File: src/rtl/def.v
// Shared project definitions.
//   PCM_QUANT : width in bits of the signed PCM samples produced by the
//               decimators. May be overridden on the tool command line.
`ifndef PCM_QUANT
`define PCM_QUANT 16
`endif

File: src/rtl/pdm_decim_pkg.sv
// pdm_decim_pkg -- shared types and helpers for the PDM-to-PCM CIC decimator.
//   PCM_Q      : PCM output width, taken from `PCM_QUANT in def.v
//   CIC_ORDER  : number of integrator / comb stages
//   pdm_step() : maps one PDM bit to its bipolar value (+1 / -1)
`include "def.v"

package pdm_decim_pkg;

  localparam int PCM_Q     = `PCM_QUANT;
  localparam int CIC_ORDER = 3;

  typedef logic signed [1:0] pdm_step_t;

  // A PDM '1' is +1 and a '0' is -1.
  function automatic pdm_step_t pdm_step(input logic b);
    return b ? 2'sd1 : -2'sd1;
  endfunction

endpackage

File: src/rtl/pdm_decim_comb.sv
// cic_comb -- one registered comb (difference) stage of the CIC decimator.
// On every clk where i_valid is high the stage produces
// o_data = i_data - (previous accepted i_data) and remembers i_data.
// o_valid is i_valid delayed by one clk, so a one-clk strobe stays one clk.
//   clk     : clock, rising edge
//   rst     : synchronous active-high reset, clears data, delay and valid
//   i_data  : W-bit signed sample in
//   i_valid : qualifies i_data
//   o_data  : W-bit signed difference, held between strobes
//   o_valid : one-clk strobe marking a new o_data
module cic_comb #(
  parameter int W = 26
) (
  input  logic                clk,
  input  logic                rst,
  input  logic signed [W-1:0] i_data,
  input  logic                i_valid,
  output logic signed [W-1:0] o_data,
  output logic                o_valid
);

  logic signed [W-1:0] r_dly;
  logic signed [W-1:0] r_out;
  logic                r_vld;

  always_ff @(posedge clk) begin
    if (rst) begin
      r_dly <= '0;
      r_out <= '0;
      r_vld <= 1'b0;
    end else begin
      r_vld <= i_valid;
      if (i_valid) begin
        // Modular subtraction: correct even when the integrators have wrapped.
        r_out <= i_data - r_dly;
        r_dly <= i_data;
      end
    end
  end

  assign o_data  = r_out;
  assign o_valid = r_vld;

endmodule

File: src/rtl/pdm_decim.sv
// pdm_decim -- 3rd-order CIC decimator turning a 1-bit PDM stream into PCM.
// Decimation ratio R = 2^DECIM_LOG2, differential delay 1.
// Integrators run at the accepted-bit rate; every R accepted bits the third
// integrator is captured and pushed through three registered comb stages.
// pcm_valid pulses 4 clks after the edge that accepted the R-th bit.
//   clk       : clock, rising edge
//   rst       : synchronous active-high reset (wins over pdm_valid)
//   pdm       : PDM bit, 1 = +1, 0 = -1
//   pdm_valid : qualifies pdm; one bit accepted per qualified clk
//   pcm_out   : signed `PCM_QUANT-bit sample, held until the next pulse
//   pcm_valid : one-clk strobe marking a new pcm_out
// Build option: define PDM_DECIM_SAT_EN to saturate the shifted result to the
// PCM range; without it the low `PCM_QUANT bits are taken (+full-scale wraps).
`include "def.v"

module pdm_decim
  import pdm_decim_pkg::*;
#(
  parameter int DECIM_LOG2 = 8
) (
  input  logic                         clk,
  input  logic                         rst,
  input  logic                         pdm,
  input  logic                         pdm_valid,
  output logic signed [`PCM_QUANT-1:0] pcm_out,
  output logic                         pcm_valid
);

  localparam int          Q = PCM_Q;
  localparam int          W = CIC_ORDER * DECIM_LOG2 + 2;
  localparam int          S = CIC_ORDER * DECIM_LOG2 - (Q - 1);
  localparam int unsigned R = 32'd1 << DECIM_LOG2;

  localparam logic [DECIM_LOG2-1:0] CNT_LAST = DECIM_LOG2'(R - 1);

  generate
    if (DECIM_LOG2 < 1 || S < 0) begin : g_bad_cfg
      $fatal(1, "pdm_decim: DECIM_LOG2 must be >= 1 and 3*DECIM_LOG2 >= PCM_QUANT-1");
    end
  endgenerate

  // ---------------------------------------------------------------------------
  // Integrators and decimation counter (advance only on accepted bits)
  // ---------------------------------------------------------------------------
  logic signed [W-1:0]     w_step;
  logic                    w_dec_evt;

  logic signed [W-1:0]     r_int1;
  logic signed [W-1:0]     r_int2;
  logic signed [W-1:0]     r_int3;
  logic [DECIM_LOG2-1:0]   r_cnt;
  logic                    r_dec_evt;

  assign w_step    = W'(pdm_step(pdm));
  assign w_dec_evt = pdm_valid && (r_cnt == CNT_LAST);

  always_ff @(posedge clk) begin
    if (rst) begin
      r_int1    <= '0;
      r_int2    <= '0;
      r_int3    <= '0;
      r_cnt     <= '0;
      r_dec_evt <= 1'b0;
    end else begin
      r_dec_evt <= w_dec_evt;
      if (pdm_valid) begin
        // Each stage sums the previous stage's registered value, so the
        // cascade is fully pipelined; wrap modulo 2^W is intentional.
        r_int1 <= r_int1 + w_step;
        r_int2 <= r_int2 + r_int1;
        r_int3 <= r_int3 + r_int2;
        r_cnt  <= r_cnt + 1'b1;
      end
    end
  end

  // ---------------------------------------------------------------------------
  // Capture register: takes the third integrator the clk after the event
  // ---------------------------------------------------------------------------
  logic signed [W-1:0] r_cap;
  logic                r_cap_vld;

  always_ff @(posedge clk) begin
    if (rst) begin
      r_cap     <= '0;
      r_cap_vld <= 1'b0;
    end else begin
      r_cap_vld <= r_dec_evt;
      if (r_dec_evt) begin
        r_cap <= r_int3;
      end
    end
  end

  // ---------------------------------------------------------------------------
  // Comb section: three registered difference stages
  // ---------------------------------------------------------------------------
  logic signed [W-1:0] w_c1;
  logic signed [W-1:0] w_c2;
  logic signed [W-1:0] w_c3;
  logic                w_v1;
  logic                w_v2;
  logic                w_v3;

  cic_comb #(.W(W)) u_comb1 (
    .clk     (clk),
    .rst     (rst),
    .i_data  (r_cap),
    .i_valid (r_cap_vld),
    .o_data  (w_c1),
    .o_valid (w_v1)
  );

  cic_comb #(.W(W)) u_comb2 (
    .clk     (clk),
    .rst     (rst),
    .i_data  (w_c1),
    .i_valid (w_v1),
    .o_data  (w_c2),
    .o_valid (w_v2)
  );

  cic_comb #(.W(W)) u_comb3 (
    .clk     (clk),
    .rst     (rst),
    .i_data  (w_c2),
    .i_valid (w_v2),
    .o_data  (w_c3),
    .o_valid (w_v3)
  );

  // ---------------------------------------------------------------------------
  // Output scaling: +R^3 maps to +2^(Q-1). The last comb register holds its
  // value between strobes, so pcm_out is a pure function of it.
  // ---------------------------------------------------------------------------
  assign pcm_valid = w_v3;

`ifdef PDM_DECIM_SAT_EN
  localparam logic signed [W-1:0] P_MAX = W'((64'sd1 <<< (Q - 1)) - 64'sd1);
  localparam logic signed [W-1:0] P_MIN = ~P_MAX;

  logic signed [W-1:0] w_shift;

  always_comb begin
    w_shift = w_c3 >>> S;
    pcm_out = Q'(w_shift);
    if (w_shift > P_MAX) begin
      pcm_out = Q'(P_MAX);
    end else if (w_shift < P_MIN) begin
      pcm_out = Q'(P_MIN);
    end
  end
`else
  assign pcm_out = Q'(w_c3 >>> S);
`endif

endmodule

File: config.mk
export PLATFORM = sky130hd
export DESIGN_NAME = pdm_decim
export DESIGN_NICKNAME = d
export VERILOG_FILES = /design/src/rtl/pdm_decim_pkg.sv /design/src/rtl/pdm_decim_comb.sv /design/src/rtl/pdm_decim.sv
export VERILOG_INCLUDE_DIRS = /design/src /design/src/rtl
export SDC_FILE = /design/constraint.sdc
export NUM_CORES = 1
export LEC_CHECK = 0
export CORE_AREA = 2 2 173 208
export CTS_BUF_LIST = sky130_fd_sc_hd__clkbuf_16
export CTS_CLUSTER_DIAMETER = 40
export DETAILED_ROUTE_END_ITERATION = 8
export DIE_AREA = 0 0 175 210
export DONT_BUFFER_PORTS = 1
export GPL_TIMING_DRIVEN = 0
export SLEW_MARGIN = 0
export SYNTH_ARGS = -nofsm -noshare
export SYNTH_HDL_FRONTEND = slang
export SYNTH_SLANG_ARGS = --single-unit
File: constraint.sdc
create_clock -name clk -period 3.02 [get_ports clk]
set_input_delay 0.151 -clock clk [delete_from_list [all_inputs] [get_ports clk]]
set_output_delay 0.151 -clock clk [all_outputs]
set_load 0.01 [all_outputs]
# [Word-level counts from Yosys, hierarchy flattened]
# Cells that the tools add are included.
[totals] output_inout_bits=17 ramBits=0 input_bits=4 word_cells=26 reg_bits=266 latch_bits=0 n_memories=0 mem_bits_ro=0
[classes] n_lt_le_gt_ge=0 bitwise_logic=0 n_reduce_logical=1 div_mod_pow=0 n_mux=1 n_addsub=7 multipliers=0 n_shift=0 eq_ne=1
[ops] cell="25-bit subtractor" n=3
[ops] cell="26-bit adder" n=2
[ops] cell="26-bit by 2-bit adder with 26-bit output" n=1
[ops] cell="8-bit by 1-bit adder with 8-bit output, second input constant" n=1
[ops] cell="8-bit equality test, second input constant" n=1
[ops] cell="2-bit 2-to-1 mux" n=1
[ops] cell="1-bit logical AND" n=1

# [Depth between registers and ports, before layout]
[logic_depth] word_depth=2 depth_mapped=13 depth_no_buf=13

# [Cells and area by module]
# Synthesis repeated with hierarchy kept, for this count alone.
[unflattened] cells_unflattened=2132 hier_area_um2=17671.9
[by_module_without_submodules] mod="pdm_decim" instances=1 cells_per_inst=984 area_each_um2=8085.3 seq_area_each_um2=2282.2
[by_module_without_submodules] mod="cic_comb (u_comb2 ...)" instances=2 cells_per_inst=379 area_each_um2=3150.5 seq_area_each_um2=1061.0
[by_module_without_submodules] mod="cic_comb (u_comb1)" instances=1 cells_per_inst=390 area_each_um2=3285.7 seq_area_each_um2=1061.0

# [Least setup slack after synthesis]
# Ideal clock, no wire load.
[synth_path] path_type="register -> register" start="reg r_int2[0]" end="reg r_int3[22]" slack_ns=0.240 required_ns=2.925 t_arrival_ns=2.684 synth_period_minus_slack_ns=2.780 setup_time_ns=0.095 stages_incl_launch_ff=13 path_buffers=0 path_cell_list="dfxtp_1 -> ha_1 -> fa_1 -> a21o_1 -> a21oi_1 -> o21bai_1 -> a21oi_2 -> o21ai_2 -> a31oi_1 -> o221a_2 -> a21oi_1 -> or4_1 -> o311ai_1"
[synth_between] elab_chain_cells=1
[synth_rtl] item="from (decl)" line="pdm_decim.sv:49" rtl="logic signed [W-1:0] r_int2;"
[synth_rtl] item="from (signal assigned)" line="pdm_decim.sv:70" rtl="r_int2 <= r_int2 + r_int1;"
[synth_rtl] item="26-bit adder" line="pdm_decim.sv:71" rtl="r_int3 <= r_int3 + r_int2;"
[synth_rtl] item="to (signal assigned)" line="pdm_decim.sv:71"
[synth_rtl] item="to (decl)" line="pdm_decim.sv:50" rtl="logic signed [W-1:0] r_int3;"
# No other way between the ends.
# A chain may end at the register's enable or synchronous reset.

# [Worst setup path after layout]
# Same ends and word-level chain as after synthesis.

==> results.cfg <==
[run_status]
status = complete, no violations

[clock_tree]
clkLatencyLatePin_ns = 0.52
h-tree-depth = 2
clkSlewWorstSetupHoldPaths_ns = 0.06
numCtsBuffers = 41
cts_max_path_buffers = 3
cts_root_buf = clkbuf_16
cts_tree = yes
cts_sinks = 254

[cells_and_area]
final_area_um2 = 17600
fin_nets = 1998
syn2layout_area_growth_pct = 14.0
layout-drive-gt1-share_pct = 6.40
n_fill_cell = 3285
antenna_cells = 0

[die]
dieArea_um2 = 36800
core_area_um2 = 34800
die_height_um = 210
start_util_pct = 44.4
dieWidth_um = 175
core.rowCount = 75
io_pins = 21

[synthesis]
yosysWarnings = 0
ys.flop_type = dfxtp_1
synth_enable_flop_cells = 0
synth-seq-area-share_pct = 32.9
synthTopCellsByCount = nor2_1 (266), dfxtp_1 (254), mux2i_1 (189)
synthMostInstantiatedCell = nor2_1
synth_top_area_share_pct = 32.9
syn-cell-area_um2 = 15400
syn-num-nets = 1950
ys_top_cells_by_area = dfxtp_1 (33%), mux2i_1 (12%), ha_1 (12%)
avgSynthCellArea_um2 = 8.59
synth_cell_types = 64
syn_inst = 1798
ys_ff_latch = 254
synth-async-reset-ratio_pct = 0
yosysTopAreaCell = dfxtp_1

[timing]
fmax_mhz = 340
worst_pin_slew_ns = 1.06
slew_headroom_pct = 29.5
setup_tns_ns = 0
hold_viol = 0
finClkSkew_ns = 0.0218
setup_viol = 0
maxSlewViolCount = 0
period_minus_slack_ns = 2.94
period_share_pct = 97.4
rsz0062_at_grt = yes
setup_ws_ns = 0.0774

[global_routing]
track_usage_pct = 19.0
grt_pass1_wl_mm = 57.5
gr-total-overflow = 0
antenna_found_initial = 0
grt_max_degree = 25
grt_pass1_vias = 11781

[place]
dp_slack_ns = -0.381
port_buffers = 0
postPlaceCellArea_um2 = 16000
dp_hpwl_mm = 26.8
place_congestion = 0.955

[power]
p_int_uw = 7080
clkPwrFrac_pct = 47.6
p_leak_uw = 0.00725
p_seq_share_pct = 37.3
ir_worst_vdd_mv = 0.365
p_comb_share_pct = 15.0
p_sw_uw = 2670
power_density_nw_per_um2 = 553
totalPowerFinal_uw = 9750
swShare_pct = 27.4

[route]
avgViaCountPerCell = 5.22
drt_first_iter_violations = 401
post_drt_wl_per_cell_um = 15.0
drc = 0
drt-pass1-iter-count = 5
wirelength_mm = 35.2
drtAntennaViolNets = 0
vias = 12203

[run]
drv_cap = 0

[worst_setup_path]
endpoint_kind = flop
path_class = reg -> reg
start_kind = flop
worst-path-max-fanout = 4
cp.required_ns = 3.45
critPathArrivalTime_ns = 3.37

[worst_hold_path]
worstHoldPathType = in -> reg
==> registers in the layout, summed over array words and instances (netlist names) <==
register	count
u_comb1.r_dly	25
u_comb2.r_dly	25
u_comb2.o_valid	1
u_comb1.o_data	25
r_int3	25
u_comb3.o_data	16
u_comb3.r_dly	25
r_int1	25
r_cap_vld	1
u_comb2.o_data	25
u_comb1.o_valid	1
r_cap	25
r_cnt	8
r_int2	25
r_dec_evt	1
u_comb3.o_valid	1
==> through the flow <==
stage | util, % | std cells | hold WS (ns)
CTS | 50.2 | 2335 | 0.149
detailed placement | 46.0 | 2260 | 0.420
global placement | 46.0 | 2260 | 0.419
finish | 50.6 | 2337 | 0.163
global route | 50.6 | 2337 | 0.216
floorplan | - | 1798 | 0.396
==> critical path, stage by stage, from the launching register on <==
cell,delay (ns)
dfxtp_1,0.33
ha_1,0.23
fa_2,0.36
a21o_1,0.19
a21oi_2,0.14
o21bai_1,0.11
a21oi_2,0.25
o21ai_4,0.11
a31oi_4,0.24
o221a_4,0.24
a21oi_1,0.07
or4_1,0.46
o311ai_1,0.08
==> layer usage <==
layer  part of all wire [%]  vias up  track usage, %
li1                       -     6408               -
met1                     43     5581            21.5
met2                     52      143            36.4
met3                    2.5       71            2.69
met4                    2.8        0            6.03
met5                      0        -               0
==> logic make-up after synthesis <==
family,count (synthesis),share of synthesized area [%]
mux,189,12.2
fa+ha+maj,148,12.2
buf+inv,173,4.20
compound gates,401,16.7
flops,254,32.9
xor+xnor,119,6.75
simple gates,514,15.0
==> area by class of cell <==
class	count	area [µm²]	area share, %
multi-input combinational	1371	9900	56.2
sequential	254	5090	28.9
clock buffer	41	1030	5.82
tap	462	578	3.28
inverter	109	409	2.32
clock inverter	31	337	1.91
buffer	64	240	1.36
timing repair buffer	5	42.5	0.241
==> final timing paths <==
kind	startpoint	endpoint	slack, ns	depth (start not counted)
min reg2reg	r_cnt[7]	r_dec_evt	0.45	2
max	r_int2[0]	r_int3[22]	0.08	12
min	pdm_valid	r_int3[22]	0.16	4
max reg2reg	r_int2[0]	r_int3[22]	0.08	12
==> power groups by stage <==
stage / Combinational (µW) / Sequential (µW) / Clock (µW)
after CTS: 1450 / 3630 / 4730
after floorplan: 1170 / 3650 / 0
after global placement: 1400 / 3700 / 0
final: 1470 / 3640 / 4640
after detailed placement: 1420 / 3700 / 0
after global routing: 1650 / 3660 / 4890
==> what timing repair did <==
item	4_1_cts	5_1_grt
pin swaps	4	10
hold endpoints to repair	9	0
setup buffers	1	2
endpoints found under the setup margin	7	16
hold buffers	2	0
gates resized for setup	10	27
==> placed cells by master (no fill, tap or decap), types with 5 or more instances in the layout <==
cell,count
a21oi_2,7
and2_1,9
or3_1,10
clkbuf_1,44
a21oi_1,121
nand2b_1,36
nor2_1,266
a21o_1,58
nand3_1,21
o21bai_1,11
nand2_1,86
inv_1,113
o31ai_1,5
xor2_1,43
mux2i_1,189
dfxtp_1,252
a31oi_1,15
ha_1,141
and3_1,8
o21ai_0,69
xnor2_1,76
inv_6,7
bufinv_16,5
or2_2,7
clkbuf_16,41
nand4_1,12
o22ai_1,11
buf_1,20
nor3_1,23
o21a_1,20
nor3b_1,7
o211ai_1,6
nor2b_1,18
a211oi_1,19
Power figures use the tool's default switching activity.
